[config.mk]
export PLATFORM = sky130hd
export DESIGN_NAME = opcode_fetch_ctrl
export DESIGN_NICKNAME = d
export VERILOG_FILES = /design/src/rtl/opcode_pkg.sv /design/src/rtl/opcode_fetch_wdt.sv /design/src/rtl/opcode_fetch_ctrl.sv
export SDC_FILE = /design/constraint.sdc
export NUM_CORES = 1
export LEC_CHECK = 0
export BUFFER_PORTS_ARGS = -buffer_cell sky130_fd_sc_hd__buf_2
export CELL_PAD_IN_SITES_DETAIL_PLACEMENT = 0
export CELL_PAD_IN_SITES_GLOBAL_PLACEMENT = 1
export CORE_MARGIN = 2
export CORE_UTILIZATION = 22
export DETAILED_ROUTE_END_ITERATION = 16
export GPL_TIMING_DRIVEN = 0
export PLACE_DENSITY = 0.75
export SYNTH_ARGS = -nofsm -noshare
export SYNTH_HDL_FRONTEND = slang
export SYNTH_HIERARCHICAL = 1
export SYNTH_SLANG_ARGS = --single-unit
[constraint.sdc]
create_clock -name clk -period 1.87 [get_ports clk]
set_clock_uncertainty 0.2 [all_clocks]
set_input_delay 0.374 -clock clk [delete_from_list [all_inputs] [get_ports clk]]
set_output_delay 0.374 -clock clk [all_outputs]
set_load 0.01 [all_outputs]
[src/rtl/opcode_pkg.sv]
// ---------------------------------------------------------------------------
// opcode_pkg
//
// Shared definitions for the opcode fetch path: the fetch sequencer state
// type and the word/opcode geometry used by the controller, the stall
// watchdog and the shift-to-parallel register that sits beside them.
//
// Contents:
//   WORD_W         instruction word width (serial_in width of opcode_stp)
//   WORDS_PER_OP   words shifted per opcode
//   OPCODE_W       width of opcode_stp.parallel_out ({C,B,A})
//   WORD_CNT_W     width of the word_cnt status output
//   OP_COUNT_W     width of the completed-opcode counter
//   fetch_state_t  COLLECT (gathering words) / HOLD (opcode presented)
// ---------------------------------------------------------------------------
package opcode_pkg;

    localparam int WORD_W       = 32;
    localparam int WORDS_PER_OP = 3;
    localparam int OPCODE_W     = WORD_W * WORDS_PER_OP;
    localparam int WORD_CNT_W   = 2;
    localparam int OP_COUNT_W   = 16;

    typedef enum logic [0:0] {
        COLLECT = 1'b0,
        HOLD    = 1'b1
    } fetch_state_t;

endpackage

[src/rtl/opcode_fetch_wdt.sv]
// ---------------------------------------------------------------------------
// opcode_fetch_wdt
//
// Stall watchdog for a partially collected opcode. It counts consecutive
// cycles in which the controller holds a partial opcode (armed) without
// accepting a word. On the TIMEOUT_CYCLES-th such cycle it raises abort
// combinationally, so the controller can drop the partial opcode at that
// same edge, and registers a one-cycle timeout_err pulse for the next cycle.
//
// Only instantiated when OPCODE_FETCH_TIMEOUT_EN is defined.
//
// Ports:
//   clk          system clock
//   rst          synchronous active-high reset
//   armed        controller is in COLLECT with word_cnt > 0
//   accept       a word is accepted this cycle (wins over a timeout)
//   flush        partial opcode is being discarded this cycle
//   abort        combinational: drop the partial opcode at this edge
//   timeout_err  one-cycle pulse in the cycle after an abort
// ---------------------------------------------------------------------------
module opcode_fetch_wdt #(
    parameter int TIMEOUT_CYCLES = 64
) (
    input  logic clk,
    input  logic rst,
    input  logic armed,
    input  logic accept,
    input  logic flush,
    output logic abort,
    output logic timeout_err
);
    import opcode_pkg::*;

    localparam int CNT_W = $clog2(TIMEOUT_CYCLES + 1);

    logic [CNT_W-1:0] stall_cnt;
    logic             idle;

    assign idle  = armed & ~accept & ~flush;
    assign abort = idle & (stall_cnt == CNT_W'(TIMEOUT_CYCLES - 1));

    // The counter restarts whenever the partial opcode makes progress, is
    // discarded, or there is no partial opcode to guard.
    always_ff @(posedge clk) begin
        if (rst) begin
            stall_cnt   <= '0;
            timeout_err <= 1'b0;
        end else begin
            timeout_err <= abort;
            if (!idle || abort) begin
                stall_cnt <= '0;
            end else begin
                stall_cnt <= stall_cnt + 1'b1;
            end
        end
    end

endmodule

[src/rtl/opcode_fetch_ctrl.sv]
// ---------------------------------------------------------------------------
// opcode_fetch_ctrl
//
// Sequencer for the opcode shift-to-parallel register (opcode_stp). Words
// from the command FIFO are accepted over a valid/ready handshake and fed
// straight to opcode_stp as shifts; after WORDS_PER_OP shifts the complete
// opcode sits in opcode_stp.parallel_out and is offered to the decoder via
// opcode_valid/opcode_ready. The FIFO is stalled until the decoder takes it.
// opcode_stp itself lives beside this block, not inside it.
//
// Build option:
//   OPCODE_FETCH_TIMEOUT_EN  adds a stall watchdog (opcode_fetch_wdt) that
//                            aborts a partial opcode after TIMEOUT_CYCLES
//                            idle cycles and pulses timeout_err. Without it
//                            timeout_err is tied low.
//
// Ports:
//   clk               system clock, rising edge
//   rst               synchronous active-high reset
//   word_in           instruction word from the command FIFO
//   word_valid        word_in is valid
//   word_ready        word_in is accepted this cycle
//   stp_shift_enable  opcode_stp.shift_enable (same-edge capture)
//   stp_serial_in     opcode_stp.serial_in (zero when not shifting)
//   opcode_valid      parallel_out holds a complete opcode
//   opcode_ready      decoder consumes the opcode
//   flush             discard partial or held opcode
//   word_cnt          words shifted into the current opcode
//   op_count          completed opcode handshakes (wraps)
//   timeout_err       one-cycle pulse on partial-opcode abort
// ---------------------------------------------------------------------------
module opcode_fetch_ctrl #(
    parameter int WORD_W         = opcode_pkg::WORD_W,
    parameter int WORDS_PER_OP   = opcode_pkg::WORDS_PER_OP,
    parameter int TIMEOUT_CYCLES = 64
) (
    input  logic              clk,
    input  logic              rst,
    input  logic [WORD_W-1:0] word_in,
    input  logic              word_valid,
    output logic              word_ready,
    output logic              stp_shift_enable,
    output logic [WORD_W-1:0] stp_serial_in,
    output logic              opcode_valid,
    input  logic              opcode_ready,
    input  logic              flush,
    output logic [1:0]        word_cnt,
    output logic [15:0]       op_count,
    output logic              timeout_err
);
    import opcode_pkg::*;

    fetch_state_t state;
    fetch_state_t state_next;
    logic [1:0]   cnt_q;
    logic [1:0]   cnt_d;
    logic [15:0]  ops_q;
    logic [15:0]  ops_d;
    logic         accept;
    logic         last_word;
    logic         abort;

    // Ready is gated by rst and flush so that no word is ever consumed in a
    // cycle whose effects the state register is about to throw away.
    assign word_ready       = (state == COLLECT) & ~flush & ~rst;
    assign accept           = word_valid & word_ready;
    assign stp_shift_enable = accept;
    assign stp_serial_in    = accept ? word_in : '0;
    assign opcode_valid     = (state == HOLD) & ~rst;
    assign last_word        = (cnt_q == 2'(WORDS_PER_OP - 1));
    assign word_cnt         = cnt_q;
    assign op_count         = ops_q;

`ifdef OPCODE_FETCH_TIMEOUT_EN
    opcode_fetch_wdt #(
        .TIMEOUT_CYCLES (TIMEOUT_CYCLES)
    ) u_wdt (
        .clk         (clk),
        .rst         (rst),
        .armed       ((state == COLLECT) && (cnt_q != 2'd0)),
        .accept      (accept),
        .flush       (flush),
        .abort       (abort),
        .timeout_err (timeout_err)
    );
`else
    // TIMEOUT_CYCLES stays referenced so the parameter list is identical in
    // both builds; the expression is constant zero.
    assign abort       = 1'b0;
    assign timeout_err = (TIMEOUT_CYCLES < 0);
`endif

    always_ff @(posedge clk) begin
        if (rst) begin
            state <= COLLECT;
            cnt_q <= '0;
            ops_q <= '0;
        end else begin
            state <= state_next;
            cnt_q <= cnt_d;
            ops_q <= ops_d;
        end
    end

    // In HOLD a completing handshake takes priority over flush, so a flush
    // that coincides with opcode_ready still counts the opcode.
    always_comb begin
        state_next = state;
        cnt_d      = cnt_q;
        ops_d      = ops_q;
        case (state)
            COLLECT: begin
                if (flush) begin
                    cnt_d = '0;
                end else if (accept) begin
                    if (last_word) begin
                        cnt_d      = '0;
                        state_next = HOLD;
                    end else begin
                        cnt_d = cnt_q + 2'd1;
                    end
                end else if (abort) begin
                    cnt_d = '0;
                end
            end
            HOLD: begin
                if (opcode_ready) begin
                    ops_d      = ops_q + 16'd1;
                    state_next = COLLECT;
                end else if (flush) begin
                    state_next = COLLECT;
                end
            end
            default: begin
                state_next = COLLECT;
                cnt_d      = '0;
            end
        endcase
    end

endmodule

==> metrics.yaml <==
worstSetupStartpointType: "flop"
slew_headroom_pct: 66.6
initial_utilization_pct: 23.1
rr_worst_depth: 5
cp.required_ns: 1.30
port-buffer-count: 89
grt_max_degree: 12
track_usage_pct: 12.7
r2r_end: "op_count[15]"
tightest_slew_ns: 0.501
maxCapViolCount: 0
wl_per_cell_microns: 11.8
hold_class: "input port to flop"
core_sq_um: 4790
ctsLongestPathBuffers: 2
synth_top_area_share_pct: 34.4
die_width_microns: 74.9
dp_hpwl_mm: 2.67
dr.pass1.iters: 4
worst_skew_pair.late_latency_ns: 0.26
violations: "negative setup slack"
worst_ir_drop_vdd_mv: 0.276
worst_hold_slack_ns: 0.185
yosysSeqAreaShare_pct: 34.4
synth_common_cells: "and2_1 (32), dfxtp_1 (19), nor2_1 (14)"
cp-end-kind: "output port"
yosysTopAreaCell: "dfxtp_1"
grt_pass1_vias: 1296
hold_start: "flush"
synthCells: 141
synth_area_sq_um: 1110
postRouteWirelength_mm: 3.67
drcViolationCount: 0
setup_ws_ns: -0.0961
pin_count: 91
clockRootBuffer: "clkbuf_8"
area_growth_pct: 79.6
path_clk_slew_ns: 0.07
synth_edf_count: 0
antenna_left: 0
r2r_start: "state"
gp_congestion: 0.763
vias_per_cell: 4.26
ys_top_cells_by_area: "dfxtp_1 (34%), and2_1 (18%), nor2_1 (4.8%)"
path_class: "flop to output port"
synth.avg_cell_area_sq_um: 7.84
yosys_register_bits: 19
die-area_sq_um: 5610
antenna_found_initial: 0
layout-drive-gt1-share_pct: 57.6
maxSlewViolCount: 0
yosysWarnings: 6
async_flop_share_pct: 0
die_y_microns: 74.9
cts_tree: "yes"
grt_pass1_wl_mm: 5.53
ys.flop_type: "dfxtp_1"
period_share_pct: 105
hold_violations: 0
synth_nets: 179
hold-path-endpoint: "state"
p_per_area_nw_per_um2: 421
regToRegSetupSlack_ns: 0.01
vias: 1328
hold_depth: 2
yosysUniqueCellTypes: 31
rows: 25
rsz0062_at_grt: "yes"
tritoncts_num_sinks: 19
final.min_clock_period_ns: 1.97
timing.fmax_mhz: 509
outcome: "complete, but fails checks"
overflow: 0
drt_iter0_drc: 39
nNetsFinal: 284
ctsHtreeMaxLevel: 1
numCtsBuffers: 3
fillCellCount: 495
finish.utilization_pct: 41.5
setup_viol: 31
arrival_ns: 1.39
n_antenna_cell: 0
crit_fanout: 10
synth.most_common_cell: "and2_1"
power.leakage_nw: 0.992
==> critical path: stages, from the launching register on <==
cell and delay (ns):
dfxtp_2 0.32, nand2b_4 0.15, nor3_4 0.12, buf_6 0.16, buf_8 0.12, and2_1 0.14
buf_2 0.13
==> what timing repair did <==
item                       in CTS  in global routing
setup endpoints to repair      35                 37
buffers inserted                3                  7
hold buffers                    0                  0
pin swaps                      11                  3
gates cloned                    1                  0
resized for setup              33                 16
==> sequential cells by signal, indices dropped and copies added, names as in the netlist <==
signal,cells
op_count,16
state,1
word_cnt,2
==> routing by layer <==
| metal | routed length, microns | global-route usage (%) |
|---|---|---|
| met1 | 1470 | 14.7 |
| met5 | 0 | 0 |
| met2 | 1850 | 23.3 |
| met4 | 10 | 2.58 |
| met3 | 338 | 3.35 |
==> cells by family after synthesis <==
kind of cell	share of synthesized area, %
other	0.339
AND/OR/NAND/NOR	45.6
AO/OA/AOI/OAI	4.07
buffers and inverters	3.85
flip-flops	34.4
multiplexers	1.92
adder cells (fa/ha/maj)	1.13
XOR/XNOR	8.71
==> metrics by stage <==
| stage | cells | setup TNS [ns] | worst slack (ns) | instance area, sq um | total power [mW] |
|---|---|---|---|---|---|
| 5_1_grt | 312 | -4.01 | -0.156 | 1990 | 0.871 |
| 3_3_place_gp | 297 | -10.65 | -0.399 | 1660 | 0.521 |
| 4_1_cts | 305 | -3.79 | -0.142 | 1880 | 0.838 |
| 2_1_floorplan | 141 | 0 | 0.0328 | 1130 | 0.456 |
| 6_report | 312 | -2.02 | -0.0961 | 1990 | 0.837 |
| 3_5_place_dp | 297 | -9.52 | -0.359 | 1660 | 0.521 |
==> power breakdown <==
part	switching (mW)	total (mW)	internal, mW
combinational	0.0636	0.146	0.0824
clock	0.142	0.290	0.148
sequential	0.00160	0.401	0.400
total	0.207	0.837	0.630
==> area by class of cell <==
| class | count | area [sq um] | area share [%] |
|---|---|---|---|
| Inverter | 3 | 11.3 | 0.567 |
| Buffer | 7 | 65.1 | 3.27 |
| Timing Repair Buffer | 100 | 613 | 30.9 |
| Clock inverter | 1 | 5.00 | 0.252 |
| Sequential cell | 19 | 400 | 20.2 |
| Tap cell | 67 | 83.8 | 4.22 |
| Clock buffer | 3 | 41.3 | 2.08 |
| Multi-Input combinational cell | 112 | 767 | 38.6 |
==> cell usage in the layout (no fill, tap or decap), types with 2 or more instances in the layout <==
cell type / count
a21oi_1: 4
and2_1: 20
and2_4: 12
buf_2: 78
buf_4: 10
buf_6: 13
buf_8: 2
clkbuf_8: 5
dfxtp_1: 11
dfxtp_2: 4
dfxtp_4: 4
inv_1: 3
nand2_1: 10
nand3_1: 3
nand4_1: 3
nor2_1: 14
nor2b_1: 3
nor3_1: 7
nor3_4: 2
nor4_1: 3
o21ai_0: 2
xnor2_1: 6
xor2_1: 5
==> worst max path at each step <==
stage                 from                 to  slack, ns  cells past startpoint
2_1_floorplan  op_count[3]       op_count[15]       0.03                      4
3_3_place_gp    word_valid  stp_serial_in[10]      -0.40                      6
3_5_place_dp    word_valid  stp_serial_in[10]      -0.36                      6
4_1_cts              state  stp_serial_in[18]      -0.14                      6
5_1_grt              state   stp_serial_in[2]      -0.16                      6
6_report             state  stp_serial_in[30]       -0.1                      6
Note: power is estimated with default switching activity, not from simulation.
